[config.mk]
export PLATFORM = sky130hd
export DESIGN_NAME = enigma_step_ctrl
export DESIGN_NICKNAME = d
export VERILOG_FILES = /design/src/rtl/enigma_step_ctrl.sv
export SDC_FILE = /design/constraint.sdc
export NUM_CORES = 1
export LEC_CHECK = 0
export CELL_PAD_IN_SITES_DETAIL_PLACEMENT = 0
export CELL_PAD_IN_SITES_GLOBAL_PLACEMENT = 1
export CORE_ASPECT_RATIO = 0.6
export CORE_UTILIZATION = 24
export DETAILED_ROUTE_END_ITERATION = 7
export GPL_TIMING_DRIVEN = 0
export PLACE_DENSITY_LB_ADDON = 0.1
export SYNTH_ARGS = -nofsm -noshare
export SYNTH_HDL_FRONTEND = slang
export SYNTH_SLANG_ARGS = --single-unit
[constraint.sdc]
create_clock -name clk -period 3.66 [get_ports clk]
set_input_delay 0.549 -clock clk [delete_from_list [all_inputs] [get_ports clk]]
set_output_delay 0.549 -clock clk [all_outputs]
set_load 0.03 [all_outputs]
[src/rtl/enigma_step_ctrl.sv]
// Rotor stepping initiator: accepts a plaintext letter, pulses the rotor step enables
// (including the middle-rotor double step), waits for the chain to settle and returns ciphertext.
module enigma_step_ctrl #(
    parameter logic [4:0]  NOTCH_R       = 5'd16,
    parameter logic [4:0]  NOTCH_M       = 5'd4,
    parameter int unsigned SETTLE_CYCLES = 2
) (
    input  logic        clk,
    input  logic        reset,
    input  logic        cfg_load,
    output logic        load_config,
    input  logic        in_valid,
    output logic        in_ready,
    input  logic [4:0]  in_char,
    input  logic [4:0]  pos_r,
    input  logic [4:0]  pos_m,
    output logic        step_r,
    output logic        step_m,
    output logic        step_l,
    output logic [4:0]  chain_char,
    input  logic [4:0]  enc_char,
    output logic        out_valid,
    input  logic        out_ready,
    output logic [4:0]  out_char,
    output logic        err_char,
    output logic [15:0] char_count
);

    localparam int unsigned    CW          = (SETTLE_CYCLES > 1) ? $clog2(SETTLE_CYCLES) : 1;
    localparam logic [CW-1:0]  SETTLE_LAST = CW'(SETTLE_CYCLES - 1);

    typedef enum logic [2:0] {IDLE, LOAD, STEP, SETTLE, OUT} state_t;

    state_t        state;
    logic [CW-1:0] settle_cnt;
    logic          accept;

    assign in_ready = (state == IDLE) && !cfg_load;
    assign accept   = in_valid && in_ready;

    // Step enables are decoded from the registered state so the notch compare
    // sees the rotor positions present during the STEP cycle (pre-step).
    assign step_r = (state == STEP);
    assign step_m = step_r && ((pos_r == NOTCH_R) || (pos_m == NOTCH_M));
    assign step_l = step_r && (pos_m == NOTCH_M);

    always_ff @(posedge clk) begin
        if (reset) begin
            state       <= IDLE;
            settle_cnt  <= '0;
            load_config <= 1'b0;
            err_char    <= 1'b0;
            chain_char  <= '0;
            out_valid   <= 1'b0;
            out_char    <= '0;
            char_count  <= '0;
        end else begin
            load_config <= 1'b0;
            err_char    <= 1'b0;
            case (state)
                IDLE: begin
                    if (cfg_load) begin
                        load_config <= 1'b1;
                        state       <= LOAD;
                    end else if (accept) begin
                        if (in_char < 5'd26) begin
                            chain_char <= in_char;
                            state      <= STEP;
                        end else begin
                            err_char <= 1'b1;
                        end
                    end
                end
                LOAD: begin
                    char_count <= '0;
                    state      <= IDLE;
                end
                STEP: begin
                    settle_cnt <= '0;
                    state      <= SETTLE;
                end
                SETTLE: begin
                    if (settle_cnt == SETTLE_LAST) begin
                        out_char  <= enc_char;
                        out_valid <= 1'b1;
                        state     <= OUT;
                    end else begin
                        settle_cnt <= settle_cnt + 1'b1;
                    end
                end
                OUT: begin
                    if (out_ready) begin
                        out_valid  <= 1'b0;
                        char_count <= char_count + 16'd1;
                        state      <= IDLE;
                    end
                end
                default: state <= IDLE;
            endcase
        end
    end

endmodule

# Word level (Yosys, flattened, before mapping)
# Cells that the tools add are included.
# op_classes
n_reduce_logical	17
n_addsub	2
bitwise	3
magnitude_cmp	1
muxes	15
eq_ne	10
# op_table
op	count
16-bit one-hot mux with 2 select lines	1
16-bit by 1-bit adder with 16-bit output (second input constant)	1
16-bit two-way mux	1
3-bit two-way mux	5
3-bit one-hot mux with 4 select lines	1
4-bit AND reduction	2
3-bit by 2-bit == test with 1-bit output (second input constant)	2
2-bit nonzero test	3
5-bit by 3-bit == test with 1-bit output (second input constant)	1
5-bit == test (second input constant)	1
5-bit less-than comparator (second input constant)	1
1-bit two-way mux	5
1-bit logical AND	4
2-bit inequality test (second input constant)	2
1-bit one-hot mux with 2 select lines	2
2-bit AND reduction	2
4-bit OR reduction	1
3-bit by 1-bit == test with 1-bit output (second input constant)	1
3-bit == test (second input constant)	1
3-bit zero test	1
3-bit by 2-bit inequality test with 1-bit output (second input constant)	1
3-bit inequality test (second input constant)	1
1-bit NOT	3
3-bit AND reduction	1
other kinds (4)	4
# totals
in_bits	25
word_cells	56
out_inout_bits	33
regBits	33

# Longest topological paths before layout
# logic_depth
ltp_word	6
ltp_mapped	6
depth_no_buf	5

# Worst setup path after synthesis
# Ideal clock, no wire load.
# synth_path
path_kind	input to register
from	input cfg_load
to	register chain_char[0]
n_path_buf	0
cell_stages	4
required_time_ps	3532
setup_time_ps	128
arrival_time_ps	2374
slack_ps	1158
cell_sequence	nor4_1 -> nand3_1 -> mux2i_1 -> nor2_1
# synth_via
elab_chain_len	4
elab_cells_between_ends	5
cone_classes	bitwise: 1; reduce/logical: 4
# synth_rtl
element	line_no	source
start, declared	10	input logic cfg_load,
1-bit zero test	38	assign in_ready = (state == IDLE) && !cfg_load;
1-bit logical AND	38	
1-bit logical AND	39	assign accept = in_valid && in_ready;
4-bit AND reduction (no source line) *	--	
end signal, assigned	67	chain_char <= in_char;
end, declared	20	output logic [4:0] chain_char,
# Mark *: on every way between the ends. The rest lies on a longest branch, timed or not.
# A chain may end at the register's enable or synchronous reset.

# Final worst setup path
# layout_path
from	input cfg_load
to	output in_ready
# layout_via
elab_chain_len	2
# layout_rtl
element	line_no	source
1-bit zero test	38	
1-bit logical AND	38	
end, declared	13	output logic in_ready,
# Every way passes these cells.

==> results by group <==
Synthesis
  • Count of cell types in the netlist: 38
  • Cells after synthesis: 172
  • Post-Synthesis Net Count: 198
  • Synth area leader: dfxtp_1
  • Area share of the largest cell type after synthesis: 43.21%
  • Fraction of registers with async set/reset: 0%
  • Post-Synthesis Cell Area: approximately 1500 um2
  • Ys flop type: dfxtp_1
  • Avg Inst Size Synth: 8.889 um2
  • Number of synthesized flops with an enable pin: 0
  • Post-synthesis sequential area ratio: 43.21%
  • Yosys reg bits: 33
  • YS warnings: 0
  • Synth area leaders: dfxtp_1 (43%), mux2i_1 (5.9%), nor2_1 (5.4%)

Finish
  • Final nets: 262
  • Post-layout util: 37.61%
  • Layout cell share with drive strength beyond 1: 5.932%
  • Commonest non-fill, non-tap cell in the layout: clkdlybuf4s50_1
  • Most frequent cells in the layout: clkdlybuf4s50_1 (57), dfxtp_1 (33), nor2_1 (22), a21oi_1 (15)
  • Final Instance Count excl. Fillers: 320
  • Area delta synth->final: 50.98%
  • Inserted Diodes: 0

Drt
  • Total wire length: about 4200 um
  • Routed len/inst: around 13 um
  • DRC: 0
  • TritonRoute pass-1 iters: 4
  • Vias/cell: approximately 4.6
  • Final antenna-violating net count: 0
  • Vias: ~1500
  • First DRT Iteration DRCs: 72

Timing
  • Tightest Pin Transition: 0.8493 ns
  • Min Clock Period, post-route: between 3 and 4 ns
  • Max Slew Vio Count: 0
  • Layout Skew: about 0.0038 ns
  • Final Cycle Share: about 82%
  • Final hold vios: 0
  • RSZ-0062 raised after global routing: no
  • Setup TNS: 0 ns
  • Fmax: 331.9 MHz
  • Slew Limit Headroom: 42.86%
  • Final setup vio count: 0

Worst setup path
  • Required @ worst endpoint: between 3 and 4 ns
  • Slowest CP cell: clkdlybuf4s50_1
  • CP Max Fanout: 5
  • CP Class: in2out
  • Setup crit start kind: input pin
  • CP arrival: 2.46 ns
  • Cell mode on critical path: clkdlybuf4s50_1
  • Endpoint class of the critical path: output pin
  • Critical-path cell list: clkdlybuf4s50_1, nor4_1, clkdlybuf4s50_1
  • R2r setup slk: 1.71 ns
  • CP top delay family: buffers and inverters
  • Worst stage delay on the critical path: 0.81 ns
  • WP buf/inv: 2

CTS
  • CTS root buf: clkbuf_8
  • Clock Pin Slew Worst Setup and Hold Paths: approximately 0.07 ns
  • Clk buf depth: 2
  • Clk_lat worst skew: around 0.28 ns
  • Sink Count: 33
  • Number of H-tree levels: 2
  • # resized after CTS: 0
  • Setup Buffers After CTS: 0
  • CTS Hold Bufs: 0
  • TritonCTS clock tree: yes
  • Total CTS buffers: 5

Power and ir drop
  • Clock power frac: 41.6%
  • Comb pwr share: 12.1%
  • Sw Share: 23.73%
  • Leak: 0.8269 nW
  • P_sw: 0.0001904 W
  • VDD IR max: around 0.13 mV
  • Sequential Power Share: 46.2%
  • Tot Pwr: 0.0008025 W
  • Power Dens Cells: 347.6 nW/um2
  • Int Pwr: 0.0006120 W

Global routing
  • Total GRT Usage: 13.00%
  • Largest net degree at the start of global routing: 11
  • Vias in the first global route: 1325
  • Grt ovf: 0
  • First-pass GRT wire length: 6837 um
  • Antenna violations before repair: 0

Placed design
  • IO Port Bufs: 57
  • DP Cell Count: 313
  • Routability cong.: 0.6758
  • Hpwl dp: 3147 um

Floorplanning
  • Initial Utilization: 24.91%
  • Core area: 6138 um2
  • I/O Pins: 58
  • Die height: 63.83 um
  • Die width: 105.0 um
  • Cell row count: 22
  • DIE AREA: between 6000 and 7000 um2

Run status
  • Status: finished, final reports clean

Hold path
  • Worst hold path type: reg2reg

Job
  • Max-cap violations: 0
-- final timing paths --
path             startpoint             end  cells after the start
min reg2reg  char_count[12]  char_count[12]                      2
max                cfg_load        in_ready                      3
min          char_count[12]  char_count[12]                      2
max reg2reg        state[2]   chain_char[1]                      5
-- layout make-up --
class,count,area (um2)
clock buffer,5,68.82
buffer,8,41.29
fill,650,3830
sequential,33,660.6
tap,84,105.1
inverter,3,11.26
clock inverter,2,35.03
multi-input combinational,128,815.8
timing repair buffer,57,570.5
-- tightest hold or removal path: stages, from the launching register on --
cell and delay [ns]:
dfxtp_1 0.33, o31ai_1 0.06, a21oi_1 0.06
-- cells by family after synthesis --
logic type / after synthesis / synth area share (%)
AO/OA/AOI/OAI: 41 / 17.19
AND/OR/NAND/NOR: 74 / 27.74
multiplexers: 9 / 5.892
XOR/XNOR: 3 / 1.719
buffers and inverters: 11 / 3.437
flip-flops: 33 / 43.21
adder cells (fa/ha/maj): 1 / 0.8182
-- power groups by stage --
stage	registers (W)	clock network [W]	logic [W]
floorplan	0.000386	0	0.0000400
global placement	0.000379	0	0.0000983
detailed placement	0.000379	0	0.0000981
CTS	0.000371	0.000345	0.0000983
global route	0.000372	0.000362	0.000106
finish	0.000371	0.000334	0.0000975
-- sequential cells by signal (all words and copies together), names as in the netlist --
register and count:
chain_char 5, char_count 16, err_char 1, load_config 1
out_char 5, out_valid 1, settle_cnt 1, state 3
-- cells in the mapped netlist (3+ instances only) --
master    instances
a21oi_1          15
nor3_1            4
or4_1             8
o31ai_1           6
nor2b_1           4
nor2_1           22
or3_1             3
inv_1             3
dfxtp_1          33
nand2_1           9
a31oi_1           6
xor2_1            3
mux2i_1           9
o211ai_1          5
nand2b_1          5
and2_1            3
clkbuf_1          6
nor4_1            3
nand3_1           3
-- per-stage QoR --
step	hold slack (ns)	setup slack, ns	instance area (um2)
floorplan	0.4966	1.158	1529
global placement	0.4718	0.6477	2205
detailed placement	0.4885	0.6467	2205
CTS	0.5029	0.6513	2308
global route	0.5308	0.5162	2308
finish	0.4963	0.6473	2308
-- routing by layer --
metal  global-route usage [%]  wire length (um)  vias up
met5                        0                 0        -
met4                    3.169                23        0
li1                         -                 -      767
met3                    4.490               196        2
met1                    20.60              2445      683
met2                    15.73              1539       33
(Power assumes the default switching activity.)
